===== config.mk =====
export PLATFORM = sky130hd
export DESIGN_NAME = ikari_vreg_write_sched
export DESIGN_NICKNAME = d
export VERILOG_FILES = /design/src/rtl/ikari_vreg_pkg.sv /design/src/rtl/ikari_vreg_fifo.sv /design/src/rtl/ikari_vreg_write_sched.sv
export SDC_FILE = /design/constraint.sdc
export NUM_CORES = 1
export LEC_CHECK = 0
export CAP_MARGIN = 5
export CELL_PAD_IN_SITES_DETAIL_PLACEMENT = 1
export CELL_PAD_IN_SITES_GLOBAL_PLACEMENT = 2
export CORE_ASPECT_RATIO = 0.75
export CORE_MARGIN = 1
export CORE_UTILIZATION = 36
export CTS_BUF_LIST = sky130_fd_sc_hd__clkbuf_4 sky130_fd_sc_hd__clkbuf_8
export DETAILED_ROUTE_END_ITERATION = 7
export PLACE_DENSITY_LB_ADDON = 0.1
export RECOVER_POWER = 100
export SLEW_MARGIN = 10
export SYNTH_ARGS = -nofsm -noshare
export SYNTH_HDL_FRONTEND = slang
export SYNTH_SLANG_ARGS = --single-unit

===== constraint.sdc =====
create_clock -name clk -period 2.05 [get_ports clk]
set_input_delay 0.41 -clock clk [delete_from_list [all_inputs] [get_ports clk]]
set_output_delay 0.41 -clock clk [all_outputs]
set_load 0.05 [all_outputs]

===== src/rtl/ikari_vreg_pkg.sv =====
// Shared definitions for the video-register write scheduler: register
// address map, one-hot strobe encodings and the drain state type.
package ikari_vreg_pkg;

   // Target register addresses as seen on a_addr / b_addr.
   typedef enum logic [2:0] {
      REG_BSET = 3'd0,
      REG_SSET = 3'd1,
      REG_MSET = 3'd2,
      REG_F1SY = 3'd3,
      REG_F2SY = 3'd4
   } vreg_addr_e;

   // Strobe vector bit order: {F2SY, F1SY, MSET, SSET, BSET}.
   localparam int         NUM_STROBES = 5;
   localparam logic [4:0] STB_NONE    = 5'b00000;
   localparam logic [4:0] STB_BSET    = 5'b00001;
   localparam logic [4:0] STB_SSET    = 5'b00010;
   localparam logic [4:0] STB_MSET    = 5'b00100;
   localparam logic [4:0] STB_F1SY    = 5'b01000;
   localparam logic [4:0] STB_F2SY    = 5'b10000;

   // Queue entry is {addr[2:0], data[7:0]}.
   localparam int ENTRY_W = 11;

   typedef enum logic [1:0] {
      DRAIN_IDLE   = 2'd0,
      DRAIN_SETUP  = 2'd1,
      DRAIN_STROBE = 2'd2
   } drain_state_e;

   // Addresses 5..7 have no register behind them.
   function automatic logic addr_mapped(input logic [2:0] addr);
      return addr <= 3'd4;
   endfunction

   function automatic logic [NUM_STROBES-1:0] decode_strobe(input logic [2:0] addr);
      logic [NUM_STROBES-1:0] stb;
      stb = STB_NONE;
      case (addr)
         REG_BSET: stb = STB_BSET;
         REG_SSET: stb = STB_SSET;
         REG_MSET: stb = STB_MSET;
         REG_F1SY: stb = STB_F1SY;
         REG_F2SY: stb = STB_F2SY;
         default:  stb = STB_NONE;
      endcase
      return stb;
   endfunction

endpackage


===== src/rtl/ikari_vreg_fifo.sv =====
// Pending-write queue. Power-of-two depth so pointers wrap naturally.
// When empty, a simultaneous push and pop passes the write data straight
// through to rd_data so the drain machine can start in the acceptance cycle.
module ikari_vreg_fifo
   import ikari_vreg_pkg::*;
#(
   parameter int DEPTH = 4,
   parameter int WIDTH = ENTRY_W
) (
   input  logic             clk,
   input  logic             reset,
   input  logic             push,
   input  logic [WIDTH-1:0] wr_data,
   input  logic             pop,
   output logic [WIDTH-1:0] rd_data,
   output logic             full,
   output logic             empty
);

   localparam int AW = (DEPTH > 1) ? $clog2(DEPTH) : 1;
   localparam int CW = AW + 1;
   localparam logic [CW-1:0] CNT_ONE  = CW'(1);
   localparam logic [CW-1:0] CNT_LAST = CW'(DEPTH - 1);

   logic [WIDTH-1:0] mem [DEPTH];
   logic [AW-1:0]    wr_ptr_reg;
   logic [AW-1:0]    rd_ptr_reg;
   logic [CW-1:0]    count_reg;
   logic             full_reg;
   logic             empty_reg;
   logic             bypass;
   logic             do_push;
   logic             do_pop;

   // Qualify push/pop; an empty-queue push+pop never touches storage.
   always_comb begin
      bypass  = push && pop && empty_reg;
      do_push = push && !bypass && (!full_reg || pop);
      do_pop  = pop && !bypass && !empty_reg;
   end

   // Storage array; no reset so it maps onto plain RAM.
   always_ff @(posedge clk) begin
      if (do_push) begin
         mem[wr_ptr_reg] <= wr_data;
      end
   end

   // Pointers, occupancy and registered full/empty flags.
   always_ff @(posedge clk or posedge reset) begin
      if (reset) begin
         wr_ptr_reg <= '0;
         rd_ptr_reg <= '0;
         count_reg  <= '0;
         full_reg   <= 1'b0;
         empty_reg  <= 1'b1;
      end else begin
         if (do_push) begin
            wr_ptr_reg <= wr_ptr_reg + 1'b1;
         end
         if (do_pop) begin
            rd_ptr_reg <= rd_ptr_reg + 1'b1;
         end
         case ({do_push, do_pop})
            2'b10: begin
               count_reg <= count_reg + 1'b1;
               empty_reg <= 1'b0;
               full_reg  <= (count_reg == CNT_LAST);
            end
            2'b01: begin
               count_reg <= count_reg - 1'b1;
               full_reg  <= 1'b0;
               empty_reg <= (count_reg == CNT_ONE);
            end
            default: begin
            end
         endcase
      end
   end

   assign rd_data = empty_reg ? wr_data : mem[rd_ptr_reg];
   assign full    = full_reg;
   assign empty   = empty_reg;

endmodule


===== src/rtl/ikari_vreg_write_sched.sv =====
// Video-register write scheduler: round-robin arbiter between two CPUs,
// a pending-write queue, and a SETUP/STROBE drain machine that presents
// data one cycle ahead of the one-hot register strobe.
module ikari_vreg_write_sched
   import ikari_vreg_pkg::*;
#(
   parameter int FIFO_DEPTH = 4
) (
   input  logic       clk,
   input  logic       reset,
   input  logic       a_req,
   input  logic [2:0] a_addr,
   input  logic [7:0] a_data,
   output logic       a_ack,
   input  logic       b_req,
   input  logic [2:0] b_addr,
   input  logic [7:0] b_data,
   output logic       b_ack,
   input  logic       hold,
   output logic [7:0] VD_out,
   output logic       BSET,
   output logic       SSET,
   output logic       MSET,
   output logic       F1SY,
   output logic       F2SY,
   output logic       busy
);

   logic                   last_b_reg;
   logic                   grant_a;
   logic                   grant_b;
   logic [2:0]             sel_addr;
   logic [7:0]             sel_data;
   logic                   pop_when_nonempty;
   logic                   accept;
   logic                   push;
   logic                   pop;
   logic                   fifo_full;
   logic                   fifo_empty;
   logic [ENTRY_W-1:0]     fifo_rd_data;
   drain_state_e           state_reg;
   drain_state_e           state_next;
   logic [7:0]             vd_reg;
   logic [2:0]             addr_reg;
   logic [NUM_STROBES-1:0] strobe_reg;

   // Arbitration and acceptance. A full queue accepts only when the drain
   // machine is popping this cycle; that term never depends on push, so
   // there is no combinational loop with the pop logic below.
   always_comb begin
      grant_a           = a_req && (!b_req || last_b_reg);
      grant_b           = b_req && !grant_a;
      sel_addr          = grant_a ? a_addr : b_addr;
      sel_data          = grant_a ? a_data : b_data;
      pop_when_nonempty = !hold && (state_reg != DRAIN_SETUP) && !fifo_empty;
      accept            = !reset && (grant_a || grant_b) &&
                          (!fifo_full || pop_when_nonempty);
      push              = accept && addr_mapped(sel_addr);
      a_ack             = accept && grant_a;
      b_ack             = accept && grant_b;
   end

   // Round-robin pointer: remembers whether B won the last acceptance.
   always_ff @(posedge clk or posedge reset) begin
      if (reset) begin
         last_b_reg <= 1'b1;
      end else if (accept) begin
         last_b_reg <= grant_b;
      end
   end

   ikari_vreg_fifo #(
      .DEPTH (FIFO_DEPTH),
      .WIDTH (ENTRY_W)
   ) u_fifo (
      .clk     (clk),
      .reset   (reset),
      .push    (push),
      .wr_data ({sel_addr, sel_data}),
      .pop     (pop),
      .rd_data (fifo_rd_data),
      .full    (fifo_full),
      .empty   (fifo_empty)
   );

   // Drain state register.
   always_ff @(posedge clk or posedge reset) begin
      if (reset) begin
         state_reg <= DRAIN_IDLE;
      end else begin
         state_reg <= state_next;
      end
   end

   // Drain next-state and pop. Hold only blocks starting a new entry;
   // a write already in SETUP always proceeds to STROBE.
   always_comb begin
      state_next = state_reg;
      pop        = 1'b0;
      case (state_reg)
         DRAIN_IDLE, DRAIN_STROBE: begin
            if (!hold && (!fifo_empty || push)) begin
               pop        = 1'b1;
               state_next = DRAIN_SETUP;
            end else begin
               state_next = DRAIN_IDLE;
            end
         end
         DRAIN_SETUP: begin
            state_next = DRAIN_STROBE;
         end
         default: begin
            state_next = DRAIN_IDLE;
         end
      endcase
   end

   // Output datapath: data/address latch on pop, strobe one cycle later.
   always_ff @(posedge clk or posedge reset) begin
      if (reset) begin
         vd_reg     <= 8'h00;
         addr_reg   <= 3'd0;
         strobe_reg <= STB_NONE;
      end else begin
         if (pop) begin
            vd_reg   <= fifo_rd_data[7:0];
            addr_reg <= fifo_rd_data[10:8];
         end
         strobe_reg <= (state_reg == DRAIN_SETUP) ? decode_strobe(addr_reg) : STB_NONE;
      end
   end

   assign VD_out = vd_reg;
   assign BSET   = strobe_reg[0];
   assign SSET   = strobe_reg[1];
   assign MSET   = strobe_reg[2];
   assign F1SY   = strobe_reg[3];
   assign F2SY   = strobe_reg[4];
   assign busy   = !fifo_empty || (state_reg != DRAIN_IDLE);

endmodule

======== After elaboration in Yosys (flattened, before gate mapping) ========
Memory sizes are Yosys's and may differ from the RTL's.
Index checks and enable logic that the tools add are counted.
word-level totals
  input port bits ......................... 27
  register bits after elaboration ......... 28
  memories ................................ 1
  output and inout bits ................... 16
  RAM bits ................................ 44
  word-level logic and storage cells ...... 75
memory list
  name        words  width  rd ports  clocked after memory_dff  write ports  line                   RTL
  u_fifo.mem  4      11     1         0                         1            ikari_vreg_fifo.sv:25  logic [WIDTH-1:0] mem [DEPTH];
cells by class
  add/sub/neg operators ................... 4
  multiplexer cells ....................... 14
  equal/unequal tests ..................... 11
  magnitude comparators ................... 1
  reductions and logical operators ........ 34
operators with widths
  kind                   number
  $pmux W5 S5            1
  $logic_and A1 B1 Y1    16
  $mux W11               1
  $eq A3 B2 Y1 const B   3
  $mux W8                1
  $logic_not A1 Y1       7
  $eq A3 B1 Y1 const B   2
  $logic_or A1 B1 Y1     6
  $pmux W3 S2            1
  $mux W1                5
  $mux W5                1
  $add A2 B1 Y2 const B  2
  $eq A2 B1 Y1 const B   2
  $eq A2 B2 Y1 const B   2
  $pmux W1 S2            2
  $pmux W2 S2            1
  $reduce_bool A2 Y1     2
  $add A3 B1 Y3 const B  1
  $eq A3 B3 Y1 const B   1
  $le A3 B3 Y1 const B   1
  $logic_not A3 Y1       1
  $mux W3                1
  $sub A3 B1 Y3 const B  1
  $logic_not A2 Y1       1
  other kinds (2)        2

======== Logic depth before layout (Yosys ltp) ========
Gate-level depths: netlist of the first run.
  word-level depth ........................ 20
  depth in mapped cells ................... 11

======== Hierarchy ========
Synthesis of the first run repeated with hierarchy kept, for this count alone.
unflattened totals
  cells, all modules ...................... 306
  area total of the unflattened synthesis .. 3697.3 um^2
by module, submodules not included
  module                  cells each  area each (um^2)  sequential area each (um^2)  times used
  ikari_vreg_fifo         163         2347.3            1547.7                       1
  ikari_vreg_write_sched  143         1350.0            476.7                        1

======== Worst setup path after synthesis of the first run ========
Ideal clock, no wire load.
  path kind ............................... reg-to-reg
  start point ............................. register state_reg[0]
  end point ............................... register u_fifo.empty_reg (netlist: u_fifo.empty)
  clock period less this slack ............ 2287 ps
  library setup time ...................... 80 ps
  stages on the path, launching flop included .. 12
  buffers on the path ..................... 2
  path slack .............................. -237 ps
  data arrival time ....................... 2208 ps
  cell sequence ........................... dfrtp_1 > nand2b_4 > inv_2 > or3_4 > a21oi_4 > and3_1 > buf_4 > inv_1 > ha_1 > clkbuf_1 > nor2_1 > a32o_1
between the ends
  longest elaborated chain between the ends .. 17
RTL lines
  item                                                         line                                          RTL
  start, declared                                              ikari_vreg_write_sched.sv:41                  drain_state_e state_reg;
  start signal, assigned                                       ikari_vreg_write_sched.sv:91                  state_reg <= state_next;
  $ne A2 B1 Y1                                                 ikari_vreg_write_sched.sv:55                  pop_when_nonempty = !hold && (state_reg != DRAIN_SETUP) && !fifo_empty;
  $logic_and A1 B1 Y1 (2 in series)                            ikari_vreg_write_sched.sv:55
  $logic_or A1 B1 Y1                                           ikari_vreg_write_sched.sv:57                  (!fifo_full || pop_when_nonempty);
  $logic_and A1 B1 Y1                                          ikari_vreg_write_sched.sv:56                  accept = !reset && (grant_a || grant_b) &&
  $logic_and A1 B1 Y1                                          ikari_vreg_write_sched.sv:58                  push = accept && addr_mapped(sel_addr);
  $logic_or A1 B1 Y1                                           ikari_vreg_write_sched.sv:102                 if (!hold && (!fifo_empty || push)) begin
  $logic_and A1 B1 Y1                                          ikari_vreg_write_sched.sv:102
  $mux W1                                                      ikari_vreg_write_sched.sv:102
  $mux W1                                                      ikari_vreg_write_sched.sv:100                 case (state_reg)
  $logic_and A1 B1 Y1 (2 in series)                            ikari_vreg_fifo.sv:37                         bypass = push && pop && empty_reg;
  $logic_not A1 Y1                                             ikari_vreg_fifo.sv:38, ikari_vreg_fifo.sv:39
  $logic_and A1 B1 Y1, on equally long branches (2 in series)  ikari_vreg_fifo.sv:39, ikari_vreg_fifo.sv:38
  $eq A2 B1 Y1 / $eq A2 B2 Y1 (equally long branches)          ikari_vreg_fifo.sv:64                         case ({do_push, do_pop})
  $pmux W1 S2 / $reduce_bool A2 Y1 (equally long branches)     --
  end signal, assigned                                         ikari_vreg_fifo.sv:73                         empty_reg <= (count_reg == CNT_ONE);
  end, declared                                                ikari_vreg_fifo.sv:30                         logic empty_reg;
Parallel ways exist; a longest one is shown, timed or not.
A chain may end at the register's enable or synchronous reset.

======== Final worst setup path of the first run ========
  start point ............................. register state_reg[0]
  end point ............................... output port b_ack
between the ends
  longest elaborated chain between the ends .. 6
RTL lines
  item                               line                          RTL
  $ne A2 B1 Y1                       ikari_vreg_write_sched.sv:55
  $logic_and A1 B1 Y1 (2 in series)  ikari_vreg_write_sched.sv:55
  $logic_or A1 B1 Y1                 ikari_vreg_write_sched.sv:57
  $logic_and A1 B1 Y1                ikari_vreg_write_sched.sv:56
  $logic_and A1 B1 Y1                ikari_vreg_write_sched.sv:60  b_ack = accept && grant_b;
  end, declared                      ikari_vreg_write_sched.sv:18  output logic b_ack,
Every way passes these cells.

==> results.json, run 1 <==
{
  "status": "finished with violations",
  "violations": "DRC, setup timing",
  "place_area_um2": 4040,
  "final_util_pct": 51.62,
  "dieArea_um2": 9414,
  "synth_cell_types": 40,
  "largest_reg_flops": 44,
  "syn_avg_cell_area_um2": 14.38,
  "viasPerCell": 5.261,
  "setup_tns_ns": -6.468,
  "synth_seq_cells": 72,
  "final_cell_mix": "edfxtp_1 (44), clkdlybuf4s50_1 (35), dfrtp_1 (26)",
  "fillers": 859,
  "setup_violations": 53,
  "finClkSkew_ns": 0.004819,
  "critPathRequiredTime_ns": 1.64,
  "tritoncts": "built",
  "mostFrequentLayoutCell": "edfxtp_1",
  "antenna_found_initial": 0,
  "synth_top_area_share_pct": 40.66,
  "worst_pin_slew_ns": 0.8491,
  "layout-drive-gt1-share_pct": 30.39,
  "gp_congestion": 0.7415,
  "max_stage_delay_ns": 0.43,
  "rsz0062_at_grt": "yes",
  "insertion_delay_ns": 0.35,
  "worstHoldPathType": "reg -> reg",
  "firstDrtPassIters": 6,
  "crit_buf_inv": 3,
  "finalNetCount": 338,
  "synth_largest_area_cell": "edfxtp_1",
  "worst_setup_hold_path_clk_slew_ns": 0.07,
  "worstSetupPathType": "reg -> out",
  "antenna_cells": 0,
  "die_x_um": 111.7,
  "ant_nets": 0,
  "relSlewSlack_pct": 43.39,
  "regArea_um2": 2024,
  "root_buffer": "clkbuf_8",
  "cp_cell_sequence": "nand2b_4 > inv_2 > or3_4 > a21oi_4 > buf_6 > and3_4 > buf_12",
  "critPathSlowestCell": "dfrtp_1",
  "wirelength_um": 8203,
  "finalPower_mw": 5.662,
  "synth_fp_nets": 263,
  "ys.warnings.count": 0,
  "cp.arrival_ns": 1.84,
  "seq_area_frac_synth_pct": 62.30,
  "syn2layout_area_growth_pct": 36.62,
  "ir_worst_vdd_mv": 0.5125,
  "clock.fmax_mhz": 444.2,
  "fin_crit_ns": 2.251,
  "critPathCaptureType": "output pin",
  "cts_buffers": 9,
  "cp_top_family": "simple AND/OR/NAND/NOR gates",
  "ys.flop_type": "edfxtp_1",
  "cts_buffer_depth": 2,
  "grt_max_degree": 16,
  "max_cap_violations": 0,
  "globalRouteOverflowTotal": 0,
  "drc": 2,
  "startpoint_type": "flop",
  "cts_max_level": 3,
  "track_usage_pct": 18.50,
  "grt_pass1_wl_um": 12940,
  "slew_violations": 0,
  "dieHeight_um": 84.28,
  "clock-sinks": 72,
  "io_pins": 43,
  "power_density_nw_per_um2": 1275,
  "async_flop_share_pct": 38.89,
  "synth_edf_count": 44,
  "multiInputGateArea_um2": 1177,
  "critPathMaxFanout": 3,
  "core_um2": 8600,
  "drt_iter0_markers": 84,
  "leakage_nw": 1.675,
  "num_vias": 2178,
  "num_rows": 29,
  "start_util_pct": 37.79,
  "wire_per_inst_um": 19.81,
  "setup_slack_ns": -0.2014,
  "syn_inst": 226,
  "numPortBuffers": 42,
  "dp_hpwl_um": 5425,
  "syn_area_um2": 3249,
  "grt_pass1_vias": 2360,
  "synth_area_leaders": "edfxtp_1 (41%), dfrtp_1 (20%), mux4_2 (7.6%)",
  "fin_crit_sh_pct": 109.8,
  "fin_area_um2": 4439,
  "hold_viol": 0
}
[final cells by class]
class / instances / share of cell area (%)
Timing Repair Buffer: 77 / 18.63
Inverter: 13 / 1.156
Multi-Input combinational cell: 128 / 26.52
Sequential cell: 72 / 45.60
Tap cell: 108 / 3.044
Clock buffer: 11 / 3.269
Clock inverter: 5 / 1.776
[worst paths after layout]
kind                                   start           end  slack, ns  cells past startpoint
max in group asynchronous              reset     VD_out[2]       0.79                      3
worst max-delay path            state_reg[0]         b_ack      -0.20                      7
worst max register to register  state_reg[0]  u_fifo.empty      -0.16                     11
worst min register to register    last_b_reg    last_b_reg       0.54                      2
min in group asynchronous              reset   u_fifo.full       0.71                      3
worst min-delay path              last_b_reg    last_b_reg       0.54                      2
[where the power goes]
group | internal, mW | switching, mW
Sequential | 1.91 | 0.223
Clock | 0.733 | 0.540
Combinational | 1.06 | 1.20
[cell families (layout without fill, tap and decap cells)]
kind of cell	after synthesis	count (layout)	synth area share, %
flops	72	72	62.30
simple gates	52	52	8.741
compound gates	39	39	8.818
buf+inv	26	106	3.311
mux	23	23	11.90
fa+ha+maj	10	10	3.851
xor+xnor	4	4	1.078
[cells in the mapped netlist (4+ instances only)]
cell type and instances:
clkbuf_1 6, o21ai_0 4, nand4_1 11, ha_1 10
dfrtp_1 26, o211ai_1 11, and2_1 5, mux4_2 11
mux2_2 11, nand2_1 16, nor2_1 7, a22oi_1 11
a21oi_1 4, edfxtp_1 44, buf_2 5, inv_1 12
[stage by stage]
step                setup WS [ns]  hold WS (ns)  cells
floorplan                -0.06200        0.4739    226
global placement          -0.4359        0.5088    388
detailed placement        -0.4958        0.5197    388
CTS                       -0.2271        0.4956    407
global route              -0.2779        0.5859    414
finish                    -0.2014        0.5448    414
[layer usage]
layer,vias to the layer above,global-route usage [%],routed length (um)
met2,52,27.89,3834
met1,1112,25.59,3991
met4,0,5.405,23
met5,-,0,0
li1,1012,-,-
met3,2,5.921,353
[repair_timing]
action,in CTS,in global routing
hold buffers,0,0
gates cloned,0,4
setup buffers,3,3
pin swaps,1,2
resized for setup,4,11
setup endpoints to repair,29,51
[tightest hold or removal path: stages, from the launching register on]
cell     delay (ns)
dfstp_2        0.39
a21oi_1        0.11
a31oi_1        0.05
No activity file was read; power rests on OpenSTA's default activity.
==> run 2: changes to the inputs <==
CORE_MARGIN = default   (was 1)
==> results of run 2 <==
The final DEF is identical to that of run 1; final timing and power are the same.
==> run 3: changes to the inputs <==
==> constraint.sdc (replaced) <==
create_clock -name clk -period 2.05 [get_ports clk]
set_input_delay 0.205 -clock clk [delete_from_list [all_inputs] [get_ports clk]]
set_output_delay 0.205 -clock clk [all_outputs]
set_load 0.05 [all_outputs]
==> run 3 against run 2 <==
Against the previous run: the flow still finishes with violations (DRC, setup timing); worst setup slack better by 0.17 ns; global-route usage rose by 1.0 points; power decreased by 2.7%; clock power is 13% lower; cell count down 1.2%; register-to-register slack better by 0.15 ns; critical path depth unchanged; die area stayed put; sequential share of layout area rose by 0.56 points; critical path type unchanged; highest routed layer unchanged.
==> results.json, run 3 (synthesized netlist as in run 1, its figures left out) <==
{
  "status": "finished with violations",
  "violations": "DRC, setup timing",
  "worst_setup_hold_path_clk_slew_ns": 0.07,
  "start_util_pct": 37.79,
  "crit_path_frequent_cell": "buf_12",
  "numPortBuffers": 42,
  "max_stage_delay_ns": 0.42,
  "hold_viol": 0,
  "startpoint_type": "flop",
  "worstSetupPathType": "reg -> out",
  "num_vias": 2150,
  "antenna_found_initial": 0,
  "largest_reg_flops": 44,
  "rsz0062_at_grt": "yes",
  "globalRouteOverflowTotal": 0,
  "cts_buffers": 9,
  "critPathMaxFanout": 3,
  "fin_crit_ns": 2.084,
  "root_buffer": "clkbuf_8",
  "die_x_um": 111.7,
  "tritoncts": "built",
  "finalPower_mw": 5.509,
  "grt_max_degree": 29,
  "mostFrequentLayoutCell": "edfxtp_1",
  "dp_hpwl_um": 5311,
  "reg2regPathDepth": 9,
  "layout-drive-gt1-share_pct": 31.23,
  "cp_top_family": "simple AND/OR/NAND/NOR gates",
  "grt_pass1_wl_um": 13450,
  "critPathSlowestCell": "dfrtp_1",
  "slew_violations": 0,
  "finClkSkew_ns": 0.005876,
  "critPathRequiredTime_ns": 1.85,
  "io_pins": 43,
  "max_cap_violations": 0,
  "insertion_delay_ns": 0.36,
  "clock-sinks": 72,
  "final_util_pct": 51.00,
  "cts_max_level": 3,
  "wire_per_inst_um": 21.06,
  "setup_slack_ns": -0.03401,
  "drc": 2,
  "dieHeight_um": 84.28,
  "worstHoldPathType": "in -> async",
  "dieArea_um2": 9414,
  "swShare_pct": 36.24,
  "critPathCaptureType": "output pin",
  "crit_buf_inv": 3,
  "drt_iter0_markers": 103,
  "finalNetCount": 333,
  "num_rows": 29,
  "firstDrtPassIters": 6,
  "syn2layout_area_growth_pct": 34.96,
  "r2r-start": "state_reg[0]",
  "p_sw_mw": 1.996,
  "final_cell_mix": "edfxtp_1 (44), dfrtp_1 (26), clkdlybuf4s50_1 (25)",
  "wirelength_um": 8614,
  "cts_buffer_depth": 2,
  "p_seq_share_pct": 39.3,
  "cp.arrival_ns": 1.88,
  "power_frac_clock_pct": 19.9,
  "ir_worst_vdd_mv": 0.5107,
  "pwr-share-comb_pct": 40.8,
  "fin_crit_sh_pct": 101.7,
  "p_int_mw": 3.513,
  "relSlewSlack_pct": 46.78,
  "track_usage_pct": 19.54,
  "core_um2": 8600,
  "clock.fmax_mhz": 479.8,
  "cp_cell_sequence": "nand2b_4 > inv_2 > or3_4 > a21oi_4 > buf_12 > and3_4 > buf_12",
  "worst_pin_slew_ns": 0.7983,
  "viasPerCell": 5.257,
  "power_density_nw_per_um2": 1256,
  "antenna_cells": 0,
  "setup_violations": 3,
  "leakage_nw": 1.654,
  "gp_congestion": 0.7231,
  "ff2ff_setup_slack_ns": -0.01,
  "reg2reg_to": "u_fifo.empty",
  "grt_pass1_vias": 2350,
  "ant_nets": 0
}
## run 3: changes by cell type in the layout (fill, tap and decap cells not counted), moves of 2 or more
cell	before	now
clkbuf_1	3	0
clkbuf_2	1	3
clkdlybuf4s50_1	35	25
clkinv_1	0	2
dlygate4sd3_1	4	14
nor2_1	7	4
nor2_4	0	2
o21ai_0	4	2
o21ai_1	0	2
## run 3: through the flow
stage | hold WS, ns | cell area, um2 | TNS, ns | cells | setup WS (ns)
2_1_floorplan | 0.2689 | 3287 | -0.1209 | 226 | -0.06231
3_3_place_gp | 0.5045 | 4003 | -8.756 | 385 | -0.2271
3_5_place_dp | 0.5303 | 4003 | -9.330 | 385 | -0.2447
4_1_cts | 0.3297 | 4232 | -0.09716 | 403 | -0.06418
5_1_grt | 0.5170 | 4385 | -1.476 | 409 | -0.1052
6_report | 0.4681 | 4385 | -0.04677 | 409 | -0.03401
## run 3: layout make-up
cell class	instances	area, um2
flip-flops and latches	72	2024
multi-input cells	128	1219
repair buffers	72	769.5
clock buffers	11	138.9
well taps	108	135.1
clock inverters	5	47.55
fillers	869	4214
inverters	13	51.30
## run 3: what timing repair did
| action | 4_1_cts | 5_1_grt |
|---|---|---|
| resized for setup | 7 | 23 |
| setup endpoints to repair | 2 | 51 |
| gates cloned | 0 | 3 |
| buffers inserted | 2 | 3 |
| hold buffers | 0 | 0 |
| pin swaps | 1 | 5 |
## run 3: metal layers
metal / GRT usage, % / share of wire [%]
met4: 5.528 / 1.1
met2: 30.27 / 44
met3: 6.643 / 4.9
met5: 0 / 0
met1: 26.18 / 50
## run 3: power groups by stage
stage	Clock [mW]	Sequential [mW]	Combinational (mW)
6_report	1.10	2.17	2.25
5_1_grt	1.19	2.21	2.44
4_1_cts	1.13	2.16	2.11
3_5_place_dp	0	2.19	2.07
3_3_place_gp	0	2.18	2.04
2_1_floorplan	0	2.44	1.07
## run 3: worst max-delay path by stage
| stage | from | to | slack, ns | cells past startpoint |
|---|---|---|---|---|
| global placement | b_req | u_fifo.empty | -0.23 | 9 |
| floorplan | state_reg[0] | u_fifo.empty | -0.06 | 11 |
| CTS | state_reg[0] | b_ack | -0.06 | 7 |
| global route | state_reg[0] | b_ack | -0.11 | 7 |
| detailed placement | b_req | u_fifo.empty | -0.24 | 9 |
| finish | state_reg[0] | b_ack | -0.03 | 7 |
## run 3: worst register-to-register path, delay by kind of cell (launching register included)
| family | cells | cell delay (ns) |
|---|---|---|
| DFF | 1 | 0.42 |
| buffers and inverters | 3 | 0.25 |
| adders and majority gates | 1 | 0.27 |
| and+or+nand+nor | 3 | 0.66 |
| AOI/OAI and AO/OA | 2 | 0.39 |
